File: config.mk
export PLATFORM = sky130hd
export DESIGN_NAME = prog_loader
export DESIGN_NICKNAME = d
export VERILOG_FILES = /design/src/rtl/prog_loader.sv
export SDC_FILE = /design/constraint.sdc
export NUM_CORES = 1
export LEC_CHECK = 0
export CORE_MARGIN = 4
export CORE_UTILIZATION = 54
export DETAILED_ROUTE_END_ITERATION = 12
export PLACE_DENSITY = 0.87
export SYNTH_ARGS = -nofsm -noshare
export SYNTH_HDL_FRONTEND = slang
export SYNTH_SLANG_ARGS = --single-unit
File: constraint.sdc
create_clock -name clk -period 4.6 [get_ports clk]
set_input_delay 0.92 -clock clk [delete_from_list [all_inputs] [get_ports clk]]
set_output_delay 0.92 -clock clk [all_outputs]
set_load 0.01 [all_outputs]
File: src/rtl/prog_loader.sv
// Byte-stream program loader: assembles little-endian words, writes them to the i-cache, then raises start.
// Optional trailing XOR checksum byte with CHK/ERR states when LOADER_CHECKSUM_EN is defined.
module prog_loader #(
  parameter int          ADDR_W    = 19,
  parameter int unsigned BASE_ADDR = 0,
  parameter int          CNT_W     = 16
) (
  input  logic              clk,
  input  logic              rst,
  input  logic              s_valid,
  input  logic [7:0]        s_data,
  output logic              s_ready,
  input  logic              reload,
  output logic [31:0]       o_instruction,
  output logic [ADDR_W-1:0] o_addr,
  output logic              o_wea,
  output logic              o_start,
  output logic              o_busy,
  output logic              o_err,
  output logic [CNT_W-1:0]  o_words
);

  typedef enum logic [2:0] {HDR0, HDR1, DATA, CHK, DONE, ERR} state_t;

`ifdef LOADER_CHECKSUM_EN
  localparam state_t END_ST = CHK;
`else
  localparam state_t END_ST = DONE;
`endif

  state_t           state, state_nxt;
  logic [7:0]       cnt_lo;
  logic [CNT_W-1:0] count;
  logic [CNT_W-1:0] hdr_count;
  logic [1:0]       lane;
  logic [23:0]      lanes;
  logic             xfer;
  logic             last_word;
  logic             restart;

  assign o_busy    = !rst && (state == HDR0 || state == HDR1 || state == DATA || state == CHK);
  assign s_ready   = o_busy;
  assign xfer      = s_valid && s_ready;
  assign hdr_count = CNT_W'({s_data, cnt_lo});
  // the word being completed has index o_words; its increment from the previous word has landed
  assign last_word = (o_words + CNT_W'(1)) == count;
  assign restart   = reload && (state == DONE || state == ERR);

`ifdef LOADER_CHECKSUM_EN
  logic [7:0] acc;
  logic       ck_ok;

  assign ck_ok = (s_data == acc);

  always_ff @(posedge clk or posedge rst) begin
    if (rst) begin
      acc   <= '0;
      o_err <= 1'b0;
    end else begin
      o_err <= (state == ERR) && !reload;
      if (restart)
        acc <= '0;
      else if (xfer && state != CHK)
        acc <= acc ^ s_data;
    end
  end
`else
  assign o_err = 1'b0;
`endif

  always_ff @(posedge clk or posedge rst) begin
    if (rst) state <= HDR0;
    else     state <= state_nxt;
  end

  always_comb begin
    state_nxt = state;
    case (state)
      HDR0: if (xfer) state_nxt = HDR1;
      HDR1: if (xfer) state_nxt = (hdr_count != '0) ? DATA : END_ST;
      DATA: if (xfer && lane == 2'd3 && last_word) state_nxt = END_ST;
`ifdef LOADER_CHECKSUM_EN
      CHK:  if (xfer) state_nxt = ck_ok ? DONE : ERR;
      ERR:  if (reload) state_nxt = HDR0;
`endif
      DONE: if (reload) state_nxt = HDR0;
      default: state_nxt = HDR0;
    endcase
  end

  always_ff @(posedge clk or posedge rst) begin
    if (rst) begin
      cnt_lo        <= '0;
      count         <= '0;
      lane          <= '0;
      lanes         <= '0;
      o_instruction <= '0;
      o_addr        <= ADDR_W'(BASE_ADDR);
      o_wea         <= 1'b0;
      o_start       <= 1'b0;
      o_words       <= '0;
    end else begin
      o_wea   <= 1'b0;
      o_start <= (state == DONE) && !reload;
      // address/count advance in the cycle the write strobe is presented
      if (o_wea) begin
        o_addr  <= o_addr + ADDR_W'(1);
        o_words <= o_words + CNT_W'(1);
      end
      if (restart) begin
        o_addr  <= ADDR_W'(BASE_ADDR);
        o_words <= '0;
        lane    <= '0;
      end
      if (xfer) begin
        case (state)
          HDR0: cnt_lo <= s_data;
          HDR1: count  <= hdr_count;
          DATA: begin
            lane <= lane + 2'd1;
            case (lane)
              2'd0: lanes[7:0]   <= s_data;
              2'd1: lanes[15:8]  <= s_data;
              2'd2: lanes[23:16] <= s_data;
              default: begin
                o_instruction <= {s_data, lanes};
                o_wea         <= 1'b1;
              end
            endcase
          end
          default: ;
        endcase
      end
    end
  end

endmodule

==> load_flow_metrics.sql, run 1 <==
INSERT INTO impl_metrics (metric_group, metric, value, unit) VALUES
('critical_path', 'regToRegSetupSlack', '2.08', 'ns'),
('logic_synthesis', 'mappedNetlistArea', '0.00556', 'mm²'),
('clock_network', 'cts-root-to-sink-buffers', '2', ''),
('cells_and_area', 'synthToLayoutAreaGrowth', '26.2', '%'),
('routing', 'drtIter0Drc', '162', ''),
('sta', 'setup-violations-final', '0', ''),
('global_route', 'gr-total-overflow', '0', ''),
('power_and_ir_drop', 'share_of_power_burned_in_combinational_logic', '18.2', '%'),
('sta', 'slew_headroom', '34.1', '%'),
('routing', 'postRouteAntennaNets', '0', ''),
('cells_and_area', 'final_cell_area', '0.00701', 'mm²'),
('min_path', 'worst_hold_path_class', 'flip-flop to flip-flop', ''),
('global_route', 'grt_pass1_wl', '20200', 'µm'),
('cells_and_area', 'fillers', '679', ''),
('logic_synthesis', 'synth_top_flop_cell', 'sky130_fd_sc_hd__dfrtp_1', ''),
('logic_synthesis', 'synth-edff-count', '0', ''),
('clock_network', 'htree_num_levels', '4', ''),
('cells_and_area', 'drive_gt1_share', '22.9', '%'),
('power_and_ir_drop', 'leakage_component_of_the_power', '3.10', 'nW'),
('clock_network', 'cts_tree', 'yes', ''),
('critical_path', 'worstPathRequired', '3.68', 'ns'),
('power_and_ir_drop', 'worst_ir_drop_vdd', '0.278', 'mV'),
('routing', 'number_of_detailed_routing_iterations_run_before_antenna_repair', '4', ''),
('logic_synthesis', 'synth_cell_type_count', '49', ''),
('logic_synthesis', 'seq_area_frac_synth', '54.9', '%'),
('run', 'timing.max_cap.violations', '0', ''),
('power_and_ir_drop', 'power.sequential.fraction', '44.5', '%'),
('global_route', 'first_global_vias', '3965', ''),
('sta', 'final_min_period_over_clock_period', '65.8', '%'),
('die', 'fp.dieArea', '0.0120', 'mm²'),
('place', 'port_buffers', '82', ''),
('sta', 'final_max_slew_viol_count', '0', ''),
('global_route', 'grt_util_all_layers', '22.2', '%'),
('critical_path', 'worstSetupPathType', 'input port to primary output', ''),
('cells_and_area', 'seqCellArea', '0.00305', 'mm²'),
('die', 'die_h', '109', 'µm'),
('logic_synthesis', 'synth.most_common_cell', 'sky130_fd_sc_hd__dfrtp_1', ''),
('power_and_ir_drop', 'p_int', '2.31', 'mW'),
('logic_synthesis', 'syn_avg_cell_area', '12.2', 'µm²'),
('routing', 'drcViolationCount', '0', ''),
('clock_network', 'clock_tree.root_cell', 'sky130_fd_sc_hd__clkbuf_8', ''),
('place', 'place_congestion', '0.883', ''),
('routing', 'via_count', '3844', ''),
('cells_and_area', 'diode_count', '0', ''),
('sta', 'achievable-frequency', '330', 'MHz'),
('clock_network', 'path_clk_slew', '0.05', 'ns'),
('global_route', 'largest_net_degree_at_the_start_of_global_routing', '70', ''),
('global_route', 'grt_antenna_before_repair', '0', ''),
('logic_synthesis', 'ys_seq_elements', '122', ''),
('cells_and_area', 'fin_nets', '560', ''),
('logic_synthesis', 'synth.cells.most_frequent', '122 x sky130_fd_sc_hd__dfrtp_1, 81 x sky130_fd_sc_hd__mux2_2, 45 x sky130_fd_sc_hd__nor2_1, 27 x sky130_fd_sc_hd__xnor2_1, 24 x sky130_fd_sc_hd__nand2_1', ''),
('power_and_ir_drop', 'clkPwrFrac', '37.3', '%'),
('sta', 'finalWorstPathRequiredPeriod', '3.03', 'ns'),
('cells_and_area', 'area_of_the_multi_input_gates', '0.00236', 'mm²'),
('clock_network', 'numCtsBuffers', '17', ''),
('place', 'dpl_cell_area', '0.00647', 'mm²'),
('critical_path', 'timing.critical_path.from_type', 'input port', ''),
('logic_synthesis', 'synth-async-reset-ratio', '100', '%'),
('logic_synthesis', 'yosysTopAreaCellShare', '54.9', '%'),
('clock_network', 'cts.hold.buffers_added', '0', ''),
('critical_path', 'critPathMaxFanout', '4', ''),
('routing', 'routed_wirelength', '12400', 'µm'),
('logic_synthesis', 'syn-num-nets', '473', ''),
('sta', 'timing.hold.ws', '0.503', 'ns'),
('die', 'initial_utilization', '56.1', '%'),
('sta', 'fin_worst_skew', '0.00942', 'ns'),
('status', 'status', 'complete, no violations', ''),
('clock_network', 'cts-resized-gates', '0', ''),
('sta', 'setup_tns', '0', 'ns'),
('logic_synthesis', 'synthesis.yosys.warnings', '0', ''),
('routing', 'route.detailed.wl_per_inst', '18.0', 'µm');
[worst paths after layout]
check | from | endpoint | depth (start not counted)
setup / recovery | rst | s_ready | 3
setup reg to reg | o_words[0] | state[0] | 7
hold / removal | lanes[15] | lanes[15] | 1
hold reg to reg | lanes[15] | lanes[15] | 1
min in group asynchronous | rst | o_start | 2
max in group asynchronous | rst | lane[0] | 3
[cells in the final DEF, fill, tap and decap left out, types with 4 or more instances in the layout]
master | netlist | layout
sky130_fd_sc_hd__nand3_1 | 14 | 14
sky130_fd_sc_hd__inv_1 | 9 | 8
sky130_fd_sc_hd__xor2_1 | 21 | 21
sky130_fd_sc_hd__clkinvlp_4 | 0 | 7
sky130_fd_sc_hd__nor4_1 | 7 | 7
sky130_fd_sc_hd__clkdlybuf4s50_1 | 0 | 82
sky130_fd_sc_hd__or3_1 | 7 | 7
sky130_fd_sc_hd__clkbuf_16 | 0 | 16
sky130_fd_sc_hd__and3_1 | 4 | 4
sky130_fd_sc_hd__a21oi_1 | 8 | 8
sky130_fd_sc_hd__nor2_1 | 45 | 45
sky130_fd_sc_hd__ha_1 | 6 | 6
sky130_fd_sc_hd__dfrtp_1 | 122 | 122
sky130_fd_sc_hd__o21ai_0 | 12 | 12
sky130_fd_sc_hd__mux2_2 | 81 | 81
sky130_fd_sc_hd__xnor2_1 | 27 | 27
sky130_fd_sc_hd__nand2_1 | 24 | 24
sky130_fd_sc_hd__nand2b_1 | 4 | 4
sky130_fd_sc_hd__nand4_1 | 8 | 8
sky130_fd_sc_hd__buf_4 | 2 | 4
sky130_fd_sc_hd__nor3_1 | 4 | 4
[worst max-delay path: stages]
cell	delay (ns)
sky130_fd_sc_hd__clkdlybuf4s50_1	0.48
sky130_fd_sc_hd__nor2_1	0.15
sky130_fd_sc_hd__clkdlybuf4s50_1	0.55
[state kept, by name, summed over array words and instances (netlist names)]
| register | cells |
|---|---|
| cnt_lo | 8 |
| count | 16 |
| lane | 2 |
| lanes | 24 |
| o_addr | 19 |
| o_instruction | 32 |
| o_start | 1 |
| o_wea | 1 |
| o_words | 16 |
| state | 3 |
[routing by layer]
metal  GRT usage [%]  share of wire, %
met2            36.8                50
met1            27.5                41
met3            7.28               6.9
met4            7.48               1.9
met5               0                 0
[power groups by stage]
stage | Sequential, mW | Clock (mW) | Combinational (mW)
after global routing | 1.46 | 1.27 | 0.634
after CTS | 1.43 | 1.21 | 0.587
after floorplan | 1.39 | 0 | 0.453
after detailed placement | 1.44 | 0 | 0.576
after global placement | 1.42 | 0 | 0.544
final | 1.43 | 1.20 | 0.584
[cell type report]
type / instances / share of cell area (%)
Clock buffer: 19 / 6.01
Clock inverter: 13 / 1.75
Inverter: 9 / 0.517
Multi-Input combinational cell: 306 / 33.7
Sequential cell: 122 / 43.5
Tap cell: 133 / 2.37
Timing Repair Buffer: 86 / 12.1
[per-stage QoR]
step / worst slack, ns / instances / power (mW) / util (%)
3_5_place_dp: 1.40 / 656 / 2.02 / 65.3
4_1_cts: 1.56 / 688 / 3.23 / 70.8
6_report: 1.57 / 688 / 3.21 / 70.8
2_1_floorplan: 0.437 / 455 / 1.84 / -
5_1_grt: 1.52 / 688 / 3.36 / 70.8
3_3_place_gp: 1.48 / 656 / 1.97 / 65.3
[logic make-up after synthesis]
kind of cell / Yosys count / synth area share (%)
other: 1 / 0.0675
adders and majority gates: 6 / 1.35
muxes: 83 / 16.8
and+or+nand+nor: 136 / 13.1
AOI/OAI and AO/OA: 32 / 3.63
xor gates and xnor gates: 48 / 7.57
DFF: 122 / 54.9
buffers and inverters: 27 / 2.57
(Power assumes the default switching activity.)
==> run 2: changes to the inputs <==
clock period = 2.9 ns   (was 4.6 ns; I/O delays follow)
==> load_flow_metrics.sql, run 2 (synthesis gave the netlist of run 1 again) <==
INSERT INTO impl_metrics (metric_group, metric, value, unit) VALUES
('clock_network', 'htree_num_levels', '4', ''),
('clock_network', 'cts-root-to-sink-buffers', '2', ''),
('critical_path', 'worstPathRequired', '3.36', 'ns'),
('place', 'dpl_cell_area', '0.00657', 'mm²'),
('sta', 'final_max_slew_viol_count', '0', ''),
('sta', 'timing.hold.ws', '0.506', 'ns'),
('min_path', 'hold-path-cell-count', '1', ''),
('cells_and_area', 'area_of_the_multi_input_gates', '0.00236', 'mm²'),
('routing', 'route.detailed.wl_per_inst', '18.8', 'µm'),
('global_route', 'first_global_vias', '4151', ''),
('critical_path', 'r2r_end', 'state[0]', ''),
('cells_and_area', 'diode_count', '0', ''),
('global_route', 'largest_net_degree_at_the_start_of_global_routing', '40', ''),
('global_route', 'grt-busiest-layer', 'met2', ''),
('cells_and_area', 'largestRegisters', 'o_instruction x32, lanes x24, o_addr x19', ''),
('sta', 'finalWorstPathRequiredPeriod', '2.53', 'ns'),
('routing', 'via_count', '3947', ''),
('power_and_ir_drop', 'worst_ir_drop_vdd', '0.496', 'mV'),
('clock_network', 'cts.hold.buffers_added', '0', ''),
('sta', 'setup_tns', '0', 'ns'),
('clock_network', 'clock_tree.root_cell', 'sky130_fd_sc_hd__clkbuf_8', ''),
('sta', 'setup-violations-final', '0', ''),
('critical_path', 'critPathMaxFanout', '6', ''),
('min_path', 'worst_hold_path_class', 'flip-flop to flip-flop', ''),
('die', 'num_io_pins', '84', ''),
('run', 'timing.max_cap.violations', '0', ''),
('clock_network', 'cts_tree', 'yes', ''),
('place', 'place_ws', '-0.000402', 'ns'),
('global_route', 'met3_use_gr', '7.69', '%'),
('power_and_ir_drop', 'clkPwrFrac', '38.8', '%'),
('power_and_ir_drop', 'power.sequential.fraction', '42.9', '%'),
('cells_and_area', 'fin_nets', '568', ''),
('sta', 'slew_headroom', '59.7', '%'),
('routing', 'vias_per_cell', '5.67', ''),
('sta', 'post-route-worst-setup-slack', '0.367', 'ns'),
('cells_and_area', 'seqCellArea', '0.00305', 'mm²'),
('sta', 'final_min_period_over_clock_period', '87.4', '%'),
('global_route', 'grt_pass1_wl', '21500', 'µm'),
('critical_path', 'cp-end-kind', 'flip-flop', ''),
('critical_path', 'crit_arrival', '2.99', 'ns'),
('power_and_ir_drop', 'sw_ratio', '28.7', '%'),
('global_route', 'grt_util_all_layers', '23.8', '%'),
('clock_network', 'clk-insertion-delay-late', '0.52', 'ns'),
('sta', 'timing_worst_slew_pin_value', '0.604', 'ns'),
('power_and_ir_drop', 'leakage_component_of_the_power', '3.18', 'nW'),
('critical_path', 'worstSetupPathType', 'flip-flop to flip-flop', ''),
('sta', 'fin_worst_skew', '0.0135', 'ns'),
('die', 'fp.dieArea', '0.0120', 'mm²'),
('die', 'rows', '36', ''),
('place', 'hpwl', '8570', 'µm'),
('cells_and_area', 'commonest_cells_after_routing_fill_and_taps_aside', '122 x sky130_fd_sc_hd__dfrtp_1, 82 x sky130_fd_sc_hd__clkdlybuf4s50_1, 81 x sky130_fd_sc_hd__mux2_2', ''),
('global_route', 'use_met2', '38.8', '%'),
('clock_network', 'clock_sink_count', '122', ''),
('routing', 'number_of_detailed_routing_iterations_run_before_antenna_repair', '4', ''),
('status', 'status', 'complete, no violations', ''),
('clock_network', 'path_clk_slew', '0.07', 'ns'),
('clock_network', 'post_cts_buffers', '0', ''),
('critical_path', 'rr_startpoint', 'o_words[0]', ''),
('cells_and_area', 'final_common_cell', 'sky130_fd_sc_hd__dfrtp_1', ''),
('critical_path', 'timing.critical_path.from_type', 'flip-flop', ''),
('cells_and_area', 'final_cell_area', '0.00715', 'mm²'),
('die', 'initial_utilization', '56.1', '%'),
('power_and_ir_drop', 'share_of_power_burned_in_combinational_logic', '18.2', '%'),
('power_and_ir_drop', 'pwr_density_cell', '742', 'mW/mm²'),
('clock_network', 'cts-resized-gates', '0', ''),
('cells_and_area', 'drive_gt1_share', '24.3', '%'),
('clock_network', 'numCtsBuffers', '17', ''),
('sta', 'achievable-frequency', '395', 'MHz'),
('place', 'port_buffers', '82', ''),
('die', 'floorplan.die.width', '109', 'µm'),
('sta', 'rsz_0062_raised_after_global_routing', 'no', ''),
('cells_and_area', 'synthToLayoutAreaGrowth', '28.6', '%'),
('routing', 'routed_wirelength', '13100', 'µm'),
('global_route', 'gr-total-overflow', '0', ''),
('global_route', 'grt_antenna_before_repair', '0', ''),
('min_path', 'worstHoldStart', 'lanes[15]', ''),
('place', 'placed_insts', '664', ''),
('cells_and_area', 'instances_no_fill', '696', ''),
('routing', 'drtIter0Drc', '242', ''),
('die', 'core_region_area', '0.00991', 'mm²'),
('cells_and_area', 'fillers', '646', ''),
('global_route', 'groute.layer.met1.usage', '28.7', '%'),
('place', 'place_congestion', '0.892', ''),
('routing', 'drcViolationCount', '0', ''),
('critical_path', 'worstRegToRegCells', '7', ''),
('cells_and_area', 'regMostFlops', 'o_instruction', ''),
('min_path', 'hold_path_end', 'lanes[15]', ''),
('routing', 'postRouteAntennaNets', '0', ''),
('die', 'die_h', '109', 'µm'),
('power_and_ir_drop', 'psw', '1.52', 'mW'),
('power_and_ir_drop', 'p_int', '3.78', 'mW'),
('cells_and_area', 'largest_reg_flops', '32', ''),
('sta', 'final_hold_viol_count', '0', ''),
('critical_path', 'regToRegSetupSlack', '0.37', 'ns');
## run 2: cell types whose count changed in the layout (fill, tap and decap cells not counted)
| cell | previous run | this run |
|---|---|---|
| sky130_fd_sc_hd__buf_12 | 0 | 3 |
| sky130_fd_sc_hd__inv_8 | 0 | 1 |
| sky130_fd_sc_hd__bufinv_16 | 1 | 2 |
| sky130_fd_sc_hd__inv_6 | 1 | 3 |
| sky130_fd_sc_hd__clkinvlp_4 | 7 | 5 |
| sky130_fd_sc_hd__clkbuf_1 | 2 | 0 |
| sky130_fd_sc_hd__inv_4 | 1 | 0 |
| sky130_fd_sc_hd__buf_4 | 4 | 9 |
| sky130_fd_sc_hd__clkinv_4 | 3 | 4 |
## run 2: per-layer routing
| metal | share of wire [%] | wire length (µm) |
|---|---|---|
| met3 | 6.3 | 823 |
| met4 | 2.7 | 352 |
| met1 | 42 | 5460 |
| met5 | 0 | 0 |
| met2 | 49 | 6440 |
## run 2: power groups by stage
stage / Sequential (mW) / Clock, mW / Combinational, mW
2_1_floorplan: 2.21 / 0 / 0.719
3_3_place_gp: 2.26 / 0 / 0.892
3_5_place_dp: 2.29 / 0 / 0.935
4_1_cts: 2.27 / 2.08 / 0.970
5_1_grt: 2.32 / 2.17 / 1.05
6_report: 2.28 / 2.06 / 0.968
## run 2: cell type report
| cell class | count | share of cell area, % |
|---|---|---|
| clock buffer | 17 | 5.79 |
| clock inverter | 15 | 2.35 |
| tap | 133 | 2.33 |
| timing repair buffer | 94 | 13.3 |
| multi-input combinational | 306 | 33.0 |
| inverter | 9 | 0.525 |
| sequential | 122 | 42.7 |
## run 2: worst max-delay path: stages, from the launching register on
cell                      delay [ns]
sky130_fd_sc_hd__dfrtp_1        0.51
sky130_fd_sc_hd__ha_1           0.31
sky130_fd_sc_hd__nand4_1        0.21
sky130_fd_sc_hd__o32ai_1        0.27
sky130_fd_sc_hd__nand3_1        0.10
sky130_fd_sc_hd__or4_1          0.54
sky130_fd_sc_hd__nor4_2         0.33
sky130_fd_sc_hd__o311a_1        0.20
## run 2: worst max path at each step
stage,startpoint,endpoint,cells past startpoint
floorplan,o_words[0],state[0],7
global placement,rst,state[0],7
detailed placement,rst,state[0],7
CTS,o_words[0],state[0],7
global route,o_words[0],state[0],7
finish,o_words[0],state[0],7
## run 2: per-stage QoR
step,util [%],total power [mW]
after floorplan,-,2.93
after global placement,66.3,3.15
after detailed placement,66.3,3.22
after CTS,72.1,5.33
after global routing,72.1,5.53
final,72.1,5.31
